===== src/rtl/trap_sequencer_pkg.sv =====
// Shared constants, state encoding and mstatus helpers
// for the machine-mode trap sequencer.
package trap_sequencer_pkg;

  localparam logic [11:0] CSR_MSTATUS = 12'h300;
  localparam logic [11:0] CSR_MTVEC   = 12'h305;
  localparam logic [11:0] CSR_MEPC    = 12'h341;
  localparam logic [11:0] CSR_MCAUSE  = 12'h342;
  localparam logic [11:0] CSR_MTVAL   = 12'h343;

  localparam int MS_MIE    = 3;
  localparam int MS_MPIE   = 7;
  localparam int MS_MPP_LO = 11;
  localparam int MS_MPP_HI = 12;

  typedef enum logic [3:0] {
    S_IDLE       = 4'd0,
    S_T_RD_ST    = 4'd1,
    S_T_WR_ST    = 4'd2,
    S_T_WR_EPC   = 4'd3,
    S_T_WR_CAUSE = 4'd4,
    S_T_WR_TVAL  = 4'd5,
    S_T_RD_VEC   = 4'd6,
    S_M_RD_ST    = 4'd7,
    S_M_WR_ST    = 4'd8,
    S_M_RD_EPC   = 4'd9,
    S_REDIRECT   = 4'd10
  } state_t;

  function automatic logic [31:0] trap_mstatus(
    input logic [31:0] s
  );
    logic [31:0] r;
    r = s;
    r[MS_MPIE] = s[MS_MIE];
    r[MS_MIE] = 1'b0;
    r[MS_MPP_HI:MS_MPP_LO] = 2'b11;
    return r;
  endfunction

  function automatic logic [31:0] mret_mstatus(
    input logic [31:0] s
  );
    logic [31:0] r;
    r = s;
    r[MS_MIE] = s[MS_MPIE];
    r[MS_MPIE] = 1'b1;
    r[MS_MPP_HI:MS_MPP_LO] = 2'b11;
    return r;
  endfunction

endpackage


===== src/rtl/trap_sequencer_if.sv =====
// Request, CSR-port and redirect bundle between the
// trap sequencer (master) and core/CSR file (slave).
interface trap_sequencer_if;
  logic        exc_valid;
  logic [31:0] exc_cause;
  logic [31:0] exc_pc;
  logic [31:0] exc_tval;
  logic        mret_valid;
  logic        exc_ready;
  logic        busy;
  logic [11:0] csr_addr;
  logic        csr_ren;
  logic        csr_wen;
  logic [31:0] csr_wd;
  logic [31:0] csr_rd;
  logic        redirect_valid;
  logic [31:0] redirect_pc;

  modport master (
    input  exc_valid, exc_cause, exc_pc,
    input  exc_tval, mret_valid, csr_rd,
    output exc_ready, busy, csr_addr,
    output csr_ren, csr_wen, csr_wd,
    output redirect_valid, redirect_pc
  );

  modport slave (
    output exc_valid, exc_cause, exc_pc,
    output exc_tval, mret_valid, csr_rd,
    input  exc_ready, busy, csr_addr,
    input  csr_ren, csr_wen, csr_wd,
    input  redirect_valid, redirect_pc
  );
endinterface


===== src/rtl/trap_sequencer_vector_calc.sv =====
// Trap target from mtvec and mcause; only mode 01
// with an interrupt cause is vectored.
module trap_vector_calc (
  input  logic [31:0] mtvec,
  input  logic [31:0] cause,
  output logic [31:0] target
);
  logic [31:0] base;
  logic [31:0] off;
  logic        vect;

  assign base = {mtvec[31:2], 2'b00};
  assign off  = 32'(cause[30:0]) << 2;
  assign vect = (mtvec[1:0] == 2'b01) && cause[31];
  assign target = vect ? base + off : base;
endmodule


===== src/rtl/trap_sequencer.sv =====
// Machine-mode trap entry / MRET sequencer driving
// the CSR file one access per cycle.
module trap_sequencer
  import trap_sequencer_pkg::*;
(
  input logic       clock,
  input logic       reset,
  trap_sequencer_if.master bus
);
  state_t      state_q, state_d;
  logic [31:0] cause_q, pc_q, tval_q, rdata_q;
  logic        mret_q;
  logic [31:0] vec_target, target;

  trap_vector_calc u_vec (
    .mtvec  (rdata_q),
    .cause  (cause_q),
    .target (vec_target)
  );

  // rdata_q holds mepc on the MRET path
  assign target = mret_q ?
    {rdata_q[31:2], 2'b00} : vec_target;

  always_ff @(posedge clock) begin
    if (reset) begin
      state_q <= S_IDLE;
      cause_q <= '0;
      pc_q    <= '0;
      tval_q  <= '0;
      rdata_q <= '0;
      mret_q  <= 1'b0;
    end else begin
      state_q <= state_d;
      if (state_q == S_IDLE) begin
        if (bus.exc_valid) begin
          cause_q <= bus.exc_cause;
          pc_q    <= bus.exc_pc;
          tval_q  <= bus.exc_tval;
          mret_q  <= 1'b0;
        end else if (bus.mret_valid) begin
          mret_q  <= 1'b1;
        end
      end
      if (bus.csr_ren) rdata_q <= bus.csr_rd;
    end
  end

  always_comb begin
    state_d            = state_q;
    bus.exc_ready      = 1'b0;
    bus.busy           = 1'b1;
    bus.csr_addr       = '0;
    bus.csr_ren        = 1'b0;
    bus.csr_wen        = 1'b0;
    bus.csr_wd         = '0;
    bus.redirect_valid = 1'b0;
    bus.redirect_pc    = '0;
    unique case (state_q)
      S_IDLE: begin
        bus.exc_ready = 1'b1;
        bus.busy      = 1'b0;
        if (bus.exc_valid)
          state_d = S_T_RD_ST;
        else if (bus.mret_valid)
          state_d = S_M_RD_ST;
      end
      S_T_RD_ST: begin
        bus.csr_ren  = 1'b1;
        bus.csr_addr = CSR_MSTATUS;
        state_d      = S_T_WR_ST;
      end
      S_T_WR_ST: begin
        bus.csr_wen  = 1'b1;
        bus.csr_addr = CSR_MSTATUS;
        bus.csr_wd   = trap_mstatus(rdata_q);
        state_d      = S_T_WR_EPC;
      end
      S_T_WR_EPC: begin
        bus.csr_wen  = 1'b1;
        bus.csr_addr = CSR_MEPC;
        bus.csr_wd   = {pc_q[31:2], 2'b00};
        state_d      = S_T_WR_CAUSE;
      end
      S_T_WR_CAUSE: begin
        bus.csr_wen  = 1'b1;
        bus.csr_addr = CSR_MCAUSE;
        bus.csr_wd   = cause_q;
        state_d      = S_T_WR_TVAL;
      end
      S_T_WR_TVAL: begin
        bus.csr_wen  = 1'b1;
        bus.csr_addr = CSR_MTVAL;
        bus.csr_wd   = tval_q;
        state_d      = S_T_RD_VEC;
      end
      S_T_RD_VEC: begin
        bus.csr_ren  = 1'b1;
        bus.csr_addr = CSR_MTVEC;
        state_d      = S_REDIRECT;
      end
      S_M_RD_ST: begin
        bus.csr_ren  = 1'b1;
        bus.csr_addr = CSR_MSTATUS;
        state_d      = S_M_WR_ST;
      end
      S_M_WR_ST: begin
        bus.csr_wen  = 1'b1;
        bus.csr_addr = CSR_MSTATUS;
        bus.csr_wd   = mret_mstatus(rdata_q);
        state_d      = S_M_RD_EPC;
      end
      S_M_RD_EPC: begin
        bus.csr_ren  = 1'b1;
        bus.csr_addr = CSR_MEPC;
        state_d      = S_REDIRECT;
      end
      S_REDIRECT: begin
        bus.redirect_valid = 1'b1;
        bus.redirect_pc    = target;
        state_d            = S_IDLE;
      end
      default: state_d = S_IDLE;
    endcase
  end
endmodule


===== src/flat_wrapper.sv =====
// flat-port wrapper written by rule: the top's interface ports become plain ports
module trap_sequencer_flat import trap_sequencer_pkg::*;
  (clock, reset, bus_exc_valid, bus_exc_cause, bus_exc_pc, bus_exc_tval, bus_mret_valid, bus_csr_rd, bus_exc_ready, bus_busy, bus_csr_addr, bus_csr_ren, bus_csr_wen, bus_csr_wd, bus_redirect_valid, bus_redirect_pc);
  trap_sequencer_if bus_i ();
  input logic clock;
  input logic reset;
  input wire logic [$bits(bus_i.exc_valid)-1:0] bus_exc_valid;
  input wire logic [$bits(bus_i.exc_cause)-1:0] bus_exc_cause;
  input wire logic [$bits(bus_i.exc_pc)-1:0] bus_exc_pc;
  input wire logic [$bits(bus_i.exc_tval)-1:0] bus_exc_tval;
  input wire logic [$bits(bus_i.mret_valid)-1:0] bus_mret_valid;
  input wire logic [$bits(bus_i.csr_rd)-1:0] bus_csr_rd;
  output wire logic [$bits(bus_i.exc_ready)-1:0] bus_exc_ready;
  output wire logic [$bits(bus_i.busy)-1:0] bus_busy;
  output wire logic [$bits(bus_i.csr_addr)-1:0] bus_csr_addr;
  output wire logic [$bits(bus_i.csr_ren)-1:0] bus_csr_ren;
  output wire logic [$bits(bus_i.csr_wen)-1:0] bus_csr_wen;
  output wire logic [$bits(bus_i.csr_wd)-1:0] bus_csr_wd;
  output wire logic [$bits(bus_i.redirect_valid)-1:0] bus_redirect_valid;
  output wire logic [$bits(bus_i.redirect_pc)-1:0] bus_redirect_pc;
  assign bus_i.exc_valid = bus_exc_valid;
  assign bus_i.exc_cause = bus_exc_cause;
  assign bus_i.exc_pc = bus_exc_pc;
  assign bus_i.exc_tval = bus_exc_tval;
  assign bus_i.mret_valid = bus_mret_valid;
  assign bus_i.csr_rd = bus_csr_rd;
  assign bus_exc_ready = bus_i.exc_ready;
  assign bus_busy = bus_i.busy;
  assign bus_csr_addr = bus_i.csr_addr;
  assign bus_csr_ren = bus_i.csr_ren;
  assign bus_csr_wen = bus_i.csr_wen;
  assign bus_csr_wd = bus_i.csr_wd;
  assign bus_redirect_valid = bus_i.redirect_valid;
  assign bus_redirect_pc = bus_i.redirect_pc;
  trap_sequencer u_core (.clock(clock), .reset(reset), .bus(bus_i));
endmodule

===== config.mk =====
export PLATFORM = sky130hd
export DESIGN_NAME = trap_sequencer_flat
export DESIGN_NICKNAME = d
export VERILOG_FILES = /design/src/rtl/trap_sequencer_pkg.sv /design/src/rtl/trap_sequencer_if.sv /design/src/rtl/trap_sequencer_vector_calc.sv /design/src/rtl/trap_sequencer.sv /design/src/flat_wrapper.sv
export SDC_FILE = /design/constraint.sdc
export NUM_CORES = 1
export LEC_CHECK = 0
export CAP_MARGIN = 20
export CORE_MARGIN = 2
export CORE_UTILIZATION = 45
export CTS_BUF_LIST = sky130_fd_sc_hd__clkbuf_4
export CTS_CLUSTER_DIAMETER = 120
export DETAILED_ROUTE_END_ITERATION = 8
export GPL_ROUTABILITY_DRIVEN = 0
export PLACE_DENSITY = 0.78
export SYNTH_ARGS = -nofsm -noshare
export SYNTH_HDL_FRONTEND = slang
export SYNTH_HIERARCHICAL = 1
export SYNTH_SLANG_ARGS = --single-unit

===== constraint.sdc =====
create_clock -name clock -period 10.6 [get_ports clock]
set_clock_uncertainty 0.05 [all_clocks]
set_input_delay 2.12 -clock clock [delete_from_list [all_inputs] [get_ports clock]]
set_output_delay 2.12 -clock clock [all_outputs]
set_load 0.005 [all_outputs]

==> PnR_summary.wiki <==
{| class="wikitable"
! Metric !! Value
|-
| Area contributors post-synth || sky130_fd_sc_hd__dfxtp_1, sky130_fd_sc_hd__a21bo_2, sky130_fd_sc_hd__mux2i_1
|-
| Library cell with the largest summed area after synthesis || sky130_fd_sc_hd__dfxtp_1
|-
| Chip Width || 146 µm
|-
| Overall Global Routing Usage || 24.0%
|-
| Via-per-instance ratio || 5.67
|-
| Class of the tightest hold or removal check || register to register
|-
| Maximum clock frequency || 161 MHz
|-
| Post-synth top flop || sky130_fd_sc_hd__dfxtp_1
|-
| I/O pin cnt || 213
|-
| Count of hold-fix buffers inserted at cts || 0
|-
| Effective utilization at floorplan || 45.5%
|-
| Initial antenna violation count || 3
|-
| Post-route antenna net violation count || 0
|-
| Arrival time of the worst setup path || 4.05 ns
|-
| Worst slack on hold paths || 0.475 ns
|-
| Post-place setup slack || 4.99 ns
|-
| FF+latch count, synth || 131
|-
| Depth of the worst hold-timing path || 2
|-
| Sequential-to-total area share from yosys stat || 28.8%
|-
| Post-CTS clock slew at the launch and capture registers of the worst setup and hold paths || 0.12 ns
|-
| Post-layout worst setup margin || 4.38 ns
|-
| Crit path to || bus_redirect_pc[24]
|-
| Clock sinks || 131
|-
| Number of placement rows || 52
|-
| Num CTS Buffers || 17
|-
| DR DRC count || 0
|-
| Syn-to-layout area delta || 24.3%
|-
| Fraction of layout instances using a drive strength above 1 || 12.6%
|-
| Die Area || 0.0214 mm²
|-
| Total global routing overflow || 0
|-
| Nature of the critical path startpoint || register
|-
| Die boundary height || 146 µm
|-
| Fraction of registers with async set/reset || 0%
|-
| Slew Limit Fails || 0
|-
| Number of buffers inserted to repair setup after CTS || 0
|-
| Detailed-route wire length per cell || 17.4 µm
|-
| CTS root buffer || sky130_fd_sc_hd__clkbuf_4
|-
| Crit path launch || u_core/rdata_q[2]
|-
| CP Data Required Time || 8.43 ns
|-
| Number of enable flip-flop cells after synthesis || 0
|-
| Critical R2R Launch || u_core/state_q[3]
|-
| Reg-to-reg slack, setup || 7.33 ns
|-
| Status || complete, no violations
|-
| Buffers from clock root to sink, at most || 2
|-
| Count of unique library cells instantiated by Yosys || 67
|-
| Start-to-end type of the worst setup path || register to output pin
|-
| Maximum vdd drop || 0.180 mV
|-
| Cell count after placement || 1487
|-
| Share of the synthesized area in the top cell type || 28.8%
|-
| Type of element capturing the critical path || output pin
|-
| PostCTS Resize Cnt || 0
|-
| Count of endpoints failing setup in the final report || 0
|-
| Overall power consumption || 2.07 mW
|-
| Worst r2r dst || u_core/cause_q[27]
|-
| Fin nets || 1398
|-
| Length of the first detailed-routing pass in iterations || 6
|-
| Sum of negative setup slack || 0 ns
|-
| Final critical path time including I/O delays and setup || 6.22 ns
|-
| Via count of the first global-routing pass || 7864
|-
| CTS H-tree lvls || 4
|-
| Period utilization || 58.7%
|-
| Cell Area, Synth || 0.00912 mm²
|-
| Drt initial violations || 854
|-
| Leakage || 4.23 nW
|-
| Number of max-cap violations || 0
|-
| Number of input and output port buffers inserted || 202
|-
| Wirelength, routed || 26400 µm
|-
| Synthesis Warnings || 6
|-
| Clk Latency, worst-skew pair || 0.54 ns
|-
| TritonCTS clock tree || built
|-
| Final hold violations || 0
|-
| Sum of net half-perimeters after detailed placement || 19100 µm
|-
| Worst Reg2Reg Path Length in Cells || 5
|-
| Post-synthesis area per instance || 8.21 µm²
|-
| Total core area || 0.0200 mm²
|-
| Pin slew with the least headroom to its limit || 1.06 ns
|-
| Synthesized instance count || 1111
|-
| Maximum net fanout on the critical path || 5
|-
| Pwr/cell area || 183 mW/mm²
|-
| Global-route wire length before repair || 41400 µm
|-
| Total via count in the routed design || 8611
|-
| Worst slew margin relative to its limit || 29.1%
|-
| RSZ-0062 raised after global routing || no
|-
| Largest net degree at the start of global routing || 116
|-
| Post-route insts no fill || 1520
|}
==> synth_stat cells (all sizes together), types with 3 or more instances <==
| master | number |
|---|---|
| a21bo | 94 |
| mux2i | 77 |
| buf | 49 |
| a211oi | 8 |
| inv | 10 |
| a21o | 10 |
| o211ai | 4 |
| a221o | 18 |
| mux2 | 4 |
| o21a | 3 |
| a32oi | 13 |
| clkbuf | 65 |
| a41oi | 3 |
| nor3b | 5 |
| nor2b | 7 |
| dfxtp | 131 |
| o22ai | 4 |
| and3 | 7 |
| xnor2 | 10 |
| o31ai | 5 |
| nand3 | 100 |
| nand4 | 4 |
| a22oi | 15 |
| ha | 29 |
| nor4 | 5 |
| nor3 | 3 |
| nor2 | 71 |
| xor2 | 20 |
| nand2 | 46 |
| or3 | 4 |
| a21oi | 129 |
| nand2b | 71 |
| o21ai | 55 |
==> sequential cells by signal, summed over array words and instances, names as in the netlist <==
register and cells:
u_core/cause_q 32, u_core/pc_q 30, u_core/rdata_q 32, u_core/mret_q 1
u_core/tval_q 32, u_core/state_q 4
==> worst max-delay path, stage by stage (launching register included) <==
cell	delay, ns
sky130_fd_sc_hd__dfxtp_1	0.37
sky130_fd_sc_hd__ha_1	0.23
sky130_fd_sc_hd__fa_1	0.41
sky130_fd_sc_hd__a21o_1	0.22
sky130_fd_sc_hd__a221oi_2	0.40
sky130_fd_sc_hd__o21ai_2	0.17
sky130_fd_sc_hd__a221o_2	0.44
sky130_fd_sc_hd__a41oi_1	0.31
sky130_fd_sc_hd__xor2_1	0.10
sky130_fd_sc_hd__o21ai_1	0.12
sky130_fd_sc_hd__mux2i_1	0.08
sky130_fd_sc_hd__nor2_1	0.13
sky130_fd_sc_hd__clkdlybuf4s50_1	0.51
==> power breakdown <==
part / switching, mW / leakage, nW / internal, mW
logic: 0.546 / 3.02 / 0.453
registers: 0.149 / 1.07 / 0.595
clock network: 0.190 / 0.143 / 0.140
==> logic make-up after synthesis <==
kind of cell | synth area share (%)
xor gates and xnor gates | 2.88
AOI/OAI and AO/OA | 29.7
and+or+nand+nor | 19.0
other | 0.0824
adders and majority gates | 4.20
muxes | 8.95
buffers and inverters | 6.42
DFF | 28.8
==> stage by stage <==
step                      instance area [µm²]  util [%]
after floorplan                          9140         -
after global placement                  11100      55.2
after detailed placement                11100      55.2
after CTS                               11300      56.5
after global routing                    11300      56.5
final                                   11300      56.5
==> how the worst min path moves through the flow <==
stage	start	end	slack, ns
after floorplan	u_core/rdata_q[1]	u_core/rdata_q[1]	0.41
after global placement	u_core/rdata_q[0]	u_core/rdata_q[0]	0.44
after detailed placement	u_core/rdata_q[1]	u_core/rdata_q[1]	0.46
after CTS	u_core/rdata_q[1]	u_core/rdata_q[1]	0.48
after global routing	u_core/rdata_q[0]	u_core/rdata_q[0]	0.51
final	u_core/rdata_q[1]	u_core/rdata_q[1]	0.47
==> final cells by class <==
cell class / instances / area [µm²]
Antenna cell: 2 / 5.00
Clock buffer: 19 / 143
Clock inverter: 12 / 116
Fill cell: 1874 / 8710
Inverter: 10 / 37.5
Multi-Input combinational cell: 862 / 5950
Sequential cell: 131 / 2620
Tap cell: 270 / 338
Timing Repair Buffer: 214 / 2110
==> layout by cell type, fill, tap and decap left out, drive strengths merged, types with 15 or more instances in the layout <==
cell / n
a221o: 18
nand3: 100
xor2: 20
nand2: 46
dfxtp: 131
nor2: 71
a22oi: 15
mux2i: 77
nand2b: 71
ha: 29
a21oi: 129
clkbuf: 19
clkdlybuf4s50: 200
o21ai: 55
a21bo: 94
==> metal layers <==
| layer | global-route usage (%) | share of wire [%] | vias up | wire [µm] |
|---|---|---|---|---|
| met5 | 0 | 0.042 | - | 11 |
| met4 | 6.55 | 1.6 | 2 | 412 |
| met3 | 6.88 | 9.0 | 38 | 2380 |
| met2 | 35.6 | 43 | 327 | 11500 |
| met1 | 34.0 | 46 | 3987 | 12100 |
| li1 | - | - | 4257 | - |
No activity file was read; power rests on OpenSTA's default activity.
